**config.mk**
```make
export PLATFORM = sky130hd
export DESIGN_NAME = piso_2
export DESIGN_NICKNAME = d
export VERILOG_FILES = /design/src/rtl/piso_pkg.sv /design/src/rtl/piso_bit_cnt.sv /design/src/rtl/piso_2.sv
export SDC_FILE = /design/constraint.sdc
export NUM_CORES = 1
export LEC_CHECK = 0
export CAP_MARGIN = 40
export CORE_UTILIZATION = 34
export CTS_CLUSTER_DIAMETER = 80
export CTS_CLUSTER_SIZE = 20
export DETAILED_ROUTE_END_ITERATION = 10
export GPL_TIMING_DRIVEN = 1
export HOLD_SLACK_MARGIN = 0.1
export PLACE_DENSITY = 0.57
export SLEW_MARGIN = 20
export SYNTH_ARGS = -nofsm -noshare
export SYNTH_HDL_FRONTEND = slang
export SYNTH_SLANG_ARGS = --single-unit
```
**constraint.sdc**
```tcl
create_clock -name clk -period 5 [get_ports clk]
set_input_delay 0.5 -clock clk [delete_from_list [all_inputs] [get_ports clk]]
set_output_delay 0.5 -clock clk [all_outputs]
set_load 0.01 [all_outputs]
```
**src/rtl/piso_pkg.sv**
```systemverilog
// Shared types and defaults for the piso_2 serial transmitter.
package piso_pkg;
    typedef enum logic {IDLE, SHIFT} piso_state_t;
    localparam int PISO_WIDTH_DFLT = 16;
endpackage

```
**src/rtl/piso_bit_cnt.sv**
```systemverilog
// Frame bit counter for piso_2: counts 0..FRAME_LEN-1 and flags the final bit.
module piso_bit_cnt #(
    parameter int FRAME_LEN = 16,
    parameter int CW        = $clog2(FRAME_LEN + 1)
) (
    input  logic          clk,
    input  logic          rst_n,
    input  logic          clr,
    input  logic          en,
    output logic [CW-1:0] cnt,
    output logic          at_last
);
    always_ff @(posedge clk) begin
        if (!rst_n)
            cnt <= '0;
        else if (clr)
            cnt <= '0;
        else if (en)
            cnt <= cnt + CW'(1);
    end

    assign at_last = (cnt == CW'(FRAME_LEN - 1));
endmodule

```
**src/rtl/piso_2.sv**
```systemverilog
// 16-bit PISO transmitter, MSB first, valid/ready load, sout_last on final frame bit.
// Define PISO_PARITY_EN to append an even-parity bit after the data LSB.
module piso_2
    import piso_pkg::*;
#(
    parameter int WIDTH = PISO_WIDTH_DFLT
) (
    input  logic             clk,
    input  logic             rst_n,
    input  logic [WIDTH-1:0] pin,
    input  logic             load_valid,
    output logic             load_ready,
    output logic             sout,
    output logic             sout_valid,
    output logic             sout_last,
    output logic             busy
);
`ifdef PISO_PARITY_EN
    localparam int FRAME_LEN = WIDTH + 1;
`else
    localparam int FRAME_LEN = WIDTH;
`endif
    localparam int CNT_W = $clog2(FRAME_LEN + 1);

    piso_state_t           state, state_nxt;
    logic [FRAME_LEN-1:0]  shift_reg, frame;
    logic [CNT_W-1:0]      bit_cnt_unused;
    logic                  at_last, cnt_clr, cnt_en, load_fire;

`ifdef PISO_PARITY_EN
    assign frame = {pin, ^pin};
`else
    assign frame = pin;
`endif

    piso_bit_cnt #(.FRAME_LEN(FRAME_LEN), .CW(CNT_W)) u_cnt (
        .clk     (clk),
        .rst_n   (rst_n),
        .clr     (cnt_clr),
        .en      (cnt_en),
        .cnt     (bit_cnt_unused),
        .at_last (at_last)
    );

    always_ff @(posedge clk) begin
        if (!rst_n)
            state <= IDLE;
        else
            state <= state_nxt;
    end

    always_comb begin
        state_nxt  = state;
        load_ready = 1'b0;
        cnt_clr    = 1'b0;
        cnt_en     = 1'b0;
        case (state)
            IDLE: begin
                load_ready = 1'b1;
                if (load_valid) begin
                    state_nxt = SHIFT;
                    cnt_clr   = 1'b1;
                end
            end
            SHIFT: begin
                if (at_last) begin
                    // Last bit: either chain the next word or drop back to idle.
                    load_ready = 1'b1;
                    cnt_clr    = 1'b1;
                    state_nxt  = load_valid ? SHIFT : IDLE;
                end else begin
                    cnt_en = 1'b1;
                end
            end
            default: state_nxt = IDLE;
        endcase
    end

    assign load_fire = load_valid & load_ready;

    // sout is the registered head of the frame; shift_reg holds the bits still to go.
    always_ff @(posedge clk) begin
        if (!rst_n) begin
            shift_reg <= '0;
            sout      <= 1'b0;
        end else if (load_fire) begin
            sout      <= frame[FRAME_LEN-1];
            shift_reg <= {frame[FRAME_LEN-2:0], 1'b0};
        end else if (state == SHIFT && !at_last) begin
            sout      <= shift_reg[FRAME_LEN-1];
            shift_reg <= {shift_reg[FRAME_LEN-2:0], 1'b0};
        end else if (state == SHIFT) begin
            sout      <= 1'b0;
            shift_reg <= '0;
        end
    end

    assign busy       = (state == SHIFT);
    assign sout_valid = busy;
    assign sout_last  = busy & at_last;
endmodule

```
==> run_summary.xml, run 1 <==
<?xml version="1.0" encoding="UTF-8"?>
<metrics>
  <group name="timing">
    <metric name="number_of_pins_with_negative_max_slew_slack_in_the_final_report" unit="">0</metric>
    <metric name="hold_violations" unit="">0</metric>
    <metric name="final.setup.tns" unit="ns">0</metric>
    <metric name="finalSetupViolCount" unit="">0</metric>
    <metric name="tightest_slew" unit="ns">0.579</metric>
    <metric name="layout_worst_path_cycle_share" unit="">0.575</metric>
    <metric name="finalWorstSetupSlack" unit="ns">2.13</metric>
    <metric name="grt_setup_unrepaired" unit="">false</metric>
    <metric name="final_period_minus_worst_setup_slack" unit="ns">2.87</metric>
    <metric name="timing.slew.headroom" unit="">0.614</metric>
    <metric name="worst_clock_skew_on_the_final_layout" unit="ns">0.00213</metric>
    <metric name="clock.fmax" unit="MHz">348</metric>
  </group>
  <group name="synthesis">
    <metric name="synth_most_common_cell" unit="">sky130_fd_sc_hd__o21ai_0</metric>
    <metric name="postSynthRegisterBits" unit="">22</metric>
    <metric name="post_synth_inst_count" unit="">124</metric>
    <metric name="post_synth_num_cell_types" unit="">30</metric>
    <metric name="yosys-top-cells-count" unit="">sky130_fd_sc_hd__o21ai_0 (28), sky130_fd_sc_hd__dfxtp_1 (22), sky130_fd_sc_hd__a21oi_1 (17)</metric>
    <metric name="post-synth-top-area-fraction" unit="">0.423</metric>
    <metric name="synthesis.area" unit="µm²">1040</metric>
    <metric name="synth_async_sr_flop_share" unit="">0</metric>
    <metric name="synth_warnings" unit="">0</metric>
    <metric name="synth_area_leaders" unit="">sky130_fd_sc_hd__dfxtp_1 (42%), sky130_fd_sc_hd__o21ai_0 (13%), sky130_fd_sc_hd__a22oi_1 (11%)</metric>
    <metric name="seq_area_frac_synth" unit="">0.423</metric>
    <metric name="synth.largest_area_cell" unit="">sky130_fd_sc_hd__dfxtp_1</metric>
    <metric name="main_synth_ff_type" unit="">sky130_fd_sc_hd__dfxtp_1</metric>
    <metric name="synth_enable_flop_cells" unit="">0</metric>
    <metric name="synthesis.nets" unit="">145</metric>
    <metric name="syn_area_per_cell" unit="µm²">8.40</metric>
  </group>
  <group name="worst_setup_path">
    <metric name="worstPathCellList" unit="">ha_1 &gt; and3_1 &gt; ha_1 &gt; nor2b_4 &gt; inv_2 &gt; clkdlybuf4s50_1</metric>
    <metric name="timing.setup.critical_path_class" unit="">flip-flop to output pin</metric>
    <metric name="critical_path_peak_fanout" unit="">20</metric>
    <metric name="critical_path.max_stage_delay" unit="ns">0.50</metric>
    <metric name="timing.critical_path.from_type" unit="">flip-flop</metric>
    <metric name="critical-path-top-cell-by-count" unit="">sky130_fd_sc_hd__ha_1</metric>
    <metric name="worstSetupEndpointType" unit="">output pin</metric>
    <metric name="worst_path_max_delay_cell" unit="">sky130_fd_sc_hd__clkdlybuf4s50_1</metric>
    <metric name="cp_data_arrival_time" unit="ns">2.37</metric>
    <metric name="worstPathBufferInverterCount" unit="">2</metric>
    <metric name="worst_ep_required_time" unit="ns">4.50</metric>
    <metric name="critical_path.top_delay_family" unit="">simple AND/OR/NAND/NOR gates</metric>
  </group>
  <group name="power">
    <metric name="max-vdd-ir-drop" unit="µV">115</metric>
    <metric name="pwr_density_cell" unit="nW/µm²">262</metric>
    <metric name="leak_pwr" unit="nW">0.454</metric>
  </group>
  <group name="global_route">
    <metric name="antenna_found_initial" unit="">0</metric>
    <metric name="grt_start_max_net_pins" unit="">21</metric>
    <metric name="first_pass_grt_wire_length" unit="mm">4.20</metric>
    <metric name="number_of_global_route_vias_before_repair" unit="">901</metric>
    <metric name="global_route.overflow_total" unit="">0</metric>
    <metric name="grt_usage" unit="">0.165</metric>
  </group>
  <group name="clock_tree">
    <metric name="postCtsResizedCells" unit="">0</metric>
    <metric name="ctsLongestPathBuffers" unit="">2</metric>
    <metric name="cts.sink_count" unit="">22</metric>
    <metric name="clock_tree.root_cell" unit="">sky130_fd_sc_hd__clkbuf_4</metric>
    <metric name="cts_tree" unit="">done</metric>
    <metric name="hold_buffers" unit="">0</metric>
    <metric name="numCtsBuffers" unit="">3</metric>
    <metric name="post_cts_buffers" unit="">0</metric>
    <metric name="clock_insertion_delay_worst_skew" unit="ns">0.31</metric>
    <metric name="clk_pin_slew_worst_paths" unit="ns">0.12</metric>
    <metric name="cts_max_level" unit="">1</metric>
  </group>
  <group name="floorplanning">
    <metric name="start_util" unit="">0.368</metric>
    <metric name="core_region_area" unit="µm²">2830</metric>
    <metric name="die_w" unit="µm">57.3</metric>
    <metric name="std_cell_rows" unit="">19</metric>
    <metric name="chipHeight" unit="µm">57.3</metric>
    <metric name="ioPinCount" unit="">24</metric>
    <metric name="design.die.area" unit="µm²">3290</metric>
  </group>
  <group name="place">
    <metric name="finalWeightedCongestion" unit="">0.789</metric>
    <metric name="hpwl" unit="mm">1.61</metric>
    <metric name="placement.setup.worst_slack" unit="ns">2.48</metric>
    <metric name="count_of_input_and_output_buffers" unit="">23</metric>
  </group>
  <group name="detailed_routing">
    <metric name="num_vias" unit="">955</metric>
    <metric name="dr_pass1_iterations" unit="">7</metric>
    <metric name="totalWireLength" unit="mm">2.51</metric>
    <metric name="routed_wire_length_per_instance" unit="µm">14.7</metric>
    <metric name="detail-route-antenna-nets" unit="">0</metric>
    <metric name="drt_iter0_drc" unit="">63</metric>
    <metric name="routed_via_density" unit="">5.58</metric>
    <metric name="remaining_drc_errors" unit="">4</metric>
  </group>
  <group name="cells_and_area">
    <metric name="drive_gt1_frac" unit="">0.0429</metric>
    <metric name="design.final.nets" unit="">163</metric>
    <metric name="syn_to_final_growth" unit="%">22.2</metric>
    <metric name="largest_register_ffs" unit="">15</metric>
    <metric name="diodes" unit="">0</metric>
    <metric name="final_util" unit="">0.450</metric>
  </group>
  <group name="min_path">
    <metric name="hold_path_class" unit="">flip-flop to flip-flop</metric>
  </group>
  <group name="job">
    <metric name="max-cap-violations" unit="">0</metric>
  </group>
  <group name="outcome">
    <metric name="outcome" unit="">finished, violations left</metric>
    <metric name="violations" unit="">DRC</metric>
  </group>
</metrics>
-- layout make-up --
type / count / area [µm²]
Clock buffer: 3 / 22.5
Fill cell: 286 / 1560
Inverter: 5 / 18.8
Multi-Input combinational cell: 87 / 522
Sequential cell: 22 / 440
Tap cell: 31 / 38.8
Timing Repair Buffer: 23 / 230
-- worst register-to-register path, cell delays in order, from the launching register on --
cell and delay [ns]:
sky130_fd_sc_hd__dfxtp_1 0.36, sky130_fd_sc_hd__ha_1 0.23, sky130_fd_sc_hd__and3_1 0.19, sky130_fd_sc_hd__ha_1 0.23, sky130_fd_sc_hd__nor2b_4 0.44, sky130_fd_sc_hd__inv_2 0.12, sky130_fd_sc_hd__or3_1 0.36, sky130_fd_sc_hd__a31oi_1 0.13
-- logic make-up (layout without fill, tap and decap cells) --
logic type,after synthesis,after routing,share of synthesized area
simple gates,18,18,0.0938
fa+ha+maj,2,2,0.0240
buf+inv,15,31,0.0757
mux,2,2,0.0204
flops,22,22,0.423
compound gates,65,65,0.363
-- cell usage in the layout, fill, tap and decap left out, types with 2 or more instances in the layout --
master                            instances
sky130_fd_sc_hd__a21oi_1                 17
sky130_fd_sc_hd__dfxtp_1                 22
sky130_fd_sc_hd__inv_1                    4
sky130_fd_sc_hd__o21ai_0                 28
sky130_fd_sc_hd__ha_1                     2
sky130_fd_sc_hd__a22oi_1                 15
sky130_fd_sc_hd__nor2_1                   5
sky130_fd_sc_hd__nand2_1                  2
sky130_fd_sc_hd__and2_1                   2
sky130_fd_sc_hd__nand3_1                  3
sky130_fd_sc_hd__clkdlybuf4s50_1         23
sky130_fd_sc_hd__clkbuf_4                 3
-- per-stage QoR --
step	std cells	hold slack [ns]	cell area (µm²)	power, mW
global placement	168	0.474	1250	0.254
global route	171	0.558	1270	0.355
detailed placement	168	0.480	1250	0.255
finish	171	0.504	1270	0.334
floorplan	124	0.456	1040	0.229
CTS	171	0.510	1270	0.338
-- power by group --
part | leakage, nW | total, mW | switching [mW] | internal (mW)
combinational | 0.259 | 0.0579 | 0.0286 | 0.0292
clock | 0.0138 | 0.0825 | 0.0543 | 0.0282
sequential | 0.181 | 0.194 | 0.00671 | 0.187
-- metal layers --
layer | part of all wire | up-vias | wire [µm] | global-route usage
met5 | 0 | - | 0 | 0
met4 | 0.0064 | 0 | 16 | 0.0418
met2 | 0.44 | 23 | 1120 | 0.269
met1 | 0.49 | 440 | 1230 | 0.211
li1 | - | 490 | - | -
met3 | 0.058 | 2 | 145 | 0.0544
-- worst paths after layout --
check,startpoint,endpoint,slack [ns],cells after the start
max reg2reg,u_cnt.cnt[0],u_cnt.cnt[3],2.89,7
min reg2reg,u_cnt.cnt[4],u_cnt.cnt[4],0.50,2
min,u_cnt.cnt[4],u_cnt.cnt[4],0.50,2
max,u_cnt.cnt[0],load_ready,2.13,6
No activity file was read; power rests on OpenSTA's default activity.
==> inputs of run 2 (changes only) <==
--- a/config.mk
+++ b/config.mk
@@ -12,7 +12,7 @@
 export DETAILED_ROUTE_END_ITERATION = 10
 export GPL_TIMING_DRIVEN = 1
 export HOLD_SLACK_MARGIN = 0.1
-export PLACE_DENSITY = 0.57
+export PLACE_DENSITY = 0.59
 export SLEW_MARGIN = 20
 export SYNTH_ARGS = -nofsm -noshare
 export SYNTH_HDL_FRONTEND = slang
==> constraint.sdc (replaced) <==
create_clock -name clk -period 2.4 [get_ports clk]
set_input_delay 0.24 -clock clk [delete_from_list [all_inputs] [get_ports clk]]
set_output_delay 0.24 -clock clk [all_outputs]
set_load 0.01 [all_outputs]
==> run_summary.xml, run 2 (synthesis gave the netlist of run 1 again) <==
<?xml version="1.0" encoding="UTF-8"?>
<metrics>
  <group name="clock_tree">
    <metric name="clk_pin_slew_worst_paths" unit="ns">0.12</metric>
    <metric name="cts_tree" unit="">done</metric>
    <metric name="hold_buffers" unit="">0</metric>
    <metric name="ctsLongestPathBuffers" unit="">2</metric>
    <metric name="post_cts_buffers" unit="">0</metric>
    <metric name="cts_max_level" unit="">1</metric>
    <metric name="cts.sink_count" unit="">22</metric>
    <metric name="numCtsBuffers" unit="">3</metric>
    <metric name="clock_insertion_delay_worst_skew" unit="ns">0.30</metric>
    <metric name="postCtsResizedCells" unit="">0</metric>
    <metric name="clock_tree.root_cell" unit="">sky130_fd_sc_hd__clkbuf_4</metric>
  </group>
  <group name="place">
    <metric name="placement.setup.worst_slack" unit="ns">0.530</metric>
    <metric name="hpwl" unit="mm">1.61</metric>
    <metric name="count_of_input_and_output_buffers" unit="">23</metric>
    <metric name="finalWeightedCongestion" unit="">0.702</metric>
  </group>
  <group name="timing">
    <metric name="hold_violations" unit="">0</metric>
    <metric name="worst_clock_skew_on_the_final_layout" unit="ns">0.00148</metric>
    <metric name="finalSetupViolCount" unit="">0</metric>
    <metric name="layout_worst_path_cycle_share" unit="">0.922</metric>
    <metric name="number_of_pins_with_negative_max_slew_slack_in_the_final_report" unit="">0</metric>
    <metric name="clock.fmax" unit="MHz">452</metric>
    <metric name="final.setup.tns" unit="ns">0</metric>
    <metric name="finalWorstSetupSlack" unit="ns">0.187</metric>
    <metric name="timing.slew.headroom" unit="">0.607</metric>
    <metric name="tightest_slew" unit="ns">0.589</metric>
    <metric name="finalHoldWorstSlack" unit="ns">0.504</metric>
    <metric name="grt_setup_unrepaired" unit="">false</metric>
    <metric name="final_period_minus_worst_setup_slack" unit="ns">2.21</metric>
  </group>
  <group name="worst_setup_path">
    <metric name="worstReg2RegStart" unit="">u_cnt.cnt[0]</metric>
    <metric name="critical_path_peak_fanout" unit="">5</metric>
    <metric name="critical_path.startpoint" unit="">u_cnt.cnt[0]</metric>
    <metric name="worst_ep_required_time" unit="ns">2.16</metric>
    <metric name="worstSetupEndpointType" unit="">output pin</metric>
    <metric name="timing.setup.critical_path_class" unit="">flip-flop to output pin</metric>
    <metric name="cp_data_arrival_time" unit="ns">1.97</metric>
    <metric name="timing.critical_path.from_type" unit="">flip-flop</metric>
  </group>
  <group name="cells_and_area">
    <metric name="syn_to_final_growth" unit="%">24.3</metric>
    <metric name="drive_gt1_frac" unit="">0.0563</metric>
    <metric name="diodes" unit="">0</metric>
    <metric name="final_cell_mix" unit="">sky130_fd_sc_hd__o21ai_0 (28), sky130_fd_sc_hd__clkdlybuf4s50_1 (23), sky130_fd_sc_hd__dfxtp_1 (22), sky130_fd_sc_hd__a21oi_1 (17), sky130_fd_sc_hd__a22oi_1 (15)</metric>
    <metric name="layout.cells.most_common" unit="">sky130_fd_sc_hd__o21ai_0</metric>
    <metric name="largest_register_ffs" unit="">15</metric>
    <metric name="number_of_fill_cells_in_the_layout" unit="">309</metric>
    <metric name="design.final.nets" unit="">164</metric>
  </group>
  <group name="floorplanning">
    <metric name="design.die.area" unit="µm²">3290</metric>
    <metric name="ioPinCount" unit="">24</metric>
    <metric name="core_region_area" unit="µm²">2830</metric>
    <metric name="std_cell_rows" unit="">19</metric>
    <metric name="chipHeight" unit="µm">57.3</metric>
    <metric name="start_util" unit="">0.368</metric>
    <metric name="die_w" unit="µm">57.3</metric>
  </group>
  <group name="global_route">
    <metric name="number_of_global_route_vias_before_repair" unit="">876</metric>
    <metric name="global_route.overflow_total" unit="">0</metric>
    <metric name="grt_usage" unit="">0.150</metric>
    <metric name="grt_start_max_net_pins" unit="">20</metric>
    <metric name="first_pass_grt_wire_length" unit="mm">3.82</metric>
    <metric name="antenna_found_initial" unit="">0</metric>
  </group>
  <group name="power">
    <metric name="internal_power" unit="mW">0.544</metric>
    <metric name="pwr-share-clk" unit="">0.280</metric>
    <metric name="max-vdd-ir-drop" unit="µV">288</metric>
    <metric name="leak_pwr" unit="nW">0.466</metric>
    <metric name="pwr_density_cell" unit="nW/µm²">563</metric>
    <metric name="total_switching_power" unit="mW">0.185</metric>
    <metric name="p_seq_frac" unit="">0.552</metric>
    <metric name="switching_share" unit="">0.254</metric>
    <metric name="share_comb_of_total_power" unit="">0.168</metric>
  </group>
  <group name="detailed_routing">
    <metric name="routed_via_density" unit="">5.65</metric>
    <metric name="dr_pass1_iterations" unit="">8</metric>
    <metric name="drt_iter0_drc" unit="">29</metric>
    <metric name="detail-route-antenna-nets" unit="">0</metric>
    <metric name="totalWireLength" unit="mm">2.47</metric>
    <metric name="num_vias" unit="">977</metric>
    <metric name="routed_wire_length_per_instance" unit="µm">14.3</metric>
    <metric name="remaining_drc_errors" unit="">5</metric>
  </group>
  <group name="job">
    <metric name="max-cap-violations" unit="">0</metric>
  </group>
  <group name="outcome">
    <metric name="outcome" unit="">finished, violations left</metric>
    <metric name="violations" unit="">DRC</metric>
  </group>
  <group name="min_path">
    <metric name="worst_hold_startpoint" unit="">u_cnt.cnt[4]</metric>
    <metric name="hold_path_class" unit="">flip-flop to flip-flop</metric>
  </group>
</metrics>
## run 2: cell type report
type | count | area [µm²] | share of cell area
tap | 31 | 38.8 | 0.0300
timing repair buffer | 24 | 238 | 0.184
sequential | 22 | 440 | 0.340
multi-input combinational | 87 | 522 | 0.403
inverter | 5 | 18.8 | 0.0145
clock buffer | 4 | 36.3 | 0.0280
## run 2: worst paths after layout
check | cells past startpoint | slack (ns) | endpoint
worst max-delay path | 6 | 0.19 | load_ready
worst min-delay path | 2 | 0.50 | u_cnt.cnt[4]
worst max register to register | 6 | 0.51 | shift_reg[11]
worst min register to register | 2 | 0.50 | u_cnt.cnt[4]
## run 2: per-stage QoR
| step | utilization | total power, mW | cell area [µm²] | std cells |
|---|---|---|---|---|
| after floorplan | - | 0.477 | 1040 | 124 |
| after global placement | 0.444 | 0.531 | 1260 | 169 |
| after detailed placement | 0.444 | 0.533 | 1260 | 169 |
| after CTS | 0.457 | 0.741 | 1290 | 173 |
| after global routing | 0.457 | 0.769 | 1290 | 173 |
| final | 0.457 | 0.729 | 1290 | 173 |
## run 2: layer usage
layer / track usage / vias up / part of all wire
met3: 0.0454 / 2 / 0.055
met1: 0.179 / 458 / 0.45
met2: 0.267 / 25 / 0.49
met5: 0 / - / 0
li1: - / 492 / -
met4: 0.0314 / 0 / 0.0065
## run 2: power by group through the flow
stage / clock, mW / combinational (mW) / sequential [mW]
after floorplan: 0 / 0.0682 / 0.408
after global routing: 0.229 / 0.135 / 0.406
after CTS: 0.215 / 0.124 / 0.402
after global placement: 0 / 0.120 / 0.410
after detailed placement: 0 / 0.123 / 0.410
final: 0.204 / 0.123 / 0.402
## run 2: critical path, cell delays in order, from the launching register on
cell and delay (ns):
sky130_fd_sc_hd__dfxtp_1 0.35, sky130_fd_sc_hd__ha_1 0.22, sky130_fd_sc_hd__and3_1 0.18, sky130_fd_sc_hd__ha_1 0.24, sky130_fd_sc_hd__nor2b_4 0.14, sky130_fd_sc_hd__inv_2 0.06, sky130_fd_sc_hd__clkdlybuf4s50_1 0.47
==> inputs of run 3 (changes only) <==
--- a/config.mk
+++ b/config.mk
@@ -8,7 +8,7 @@
 export CAP_MARGIN = 40
 export CORE_UTILIZATION = 34
 export CTS_CLUSTER_DIAMETER = 80
-export CTS_CLUSTER_SIZE = 20
+export CTS_CLUSTER_SIZE = 12
 export DETAILED_ROUTE_END_ITERATION = 10
 export GPL_TIMING_DRIVEN = 1
 export HOLD_SLACK_MARGIN = 0.1
==> results of run 3 <==
Same layout as run 2: the final DEF is identical, and so are final timing and power.
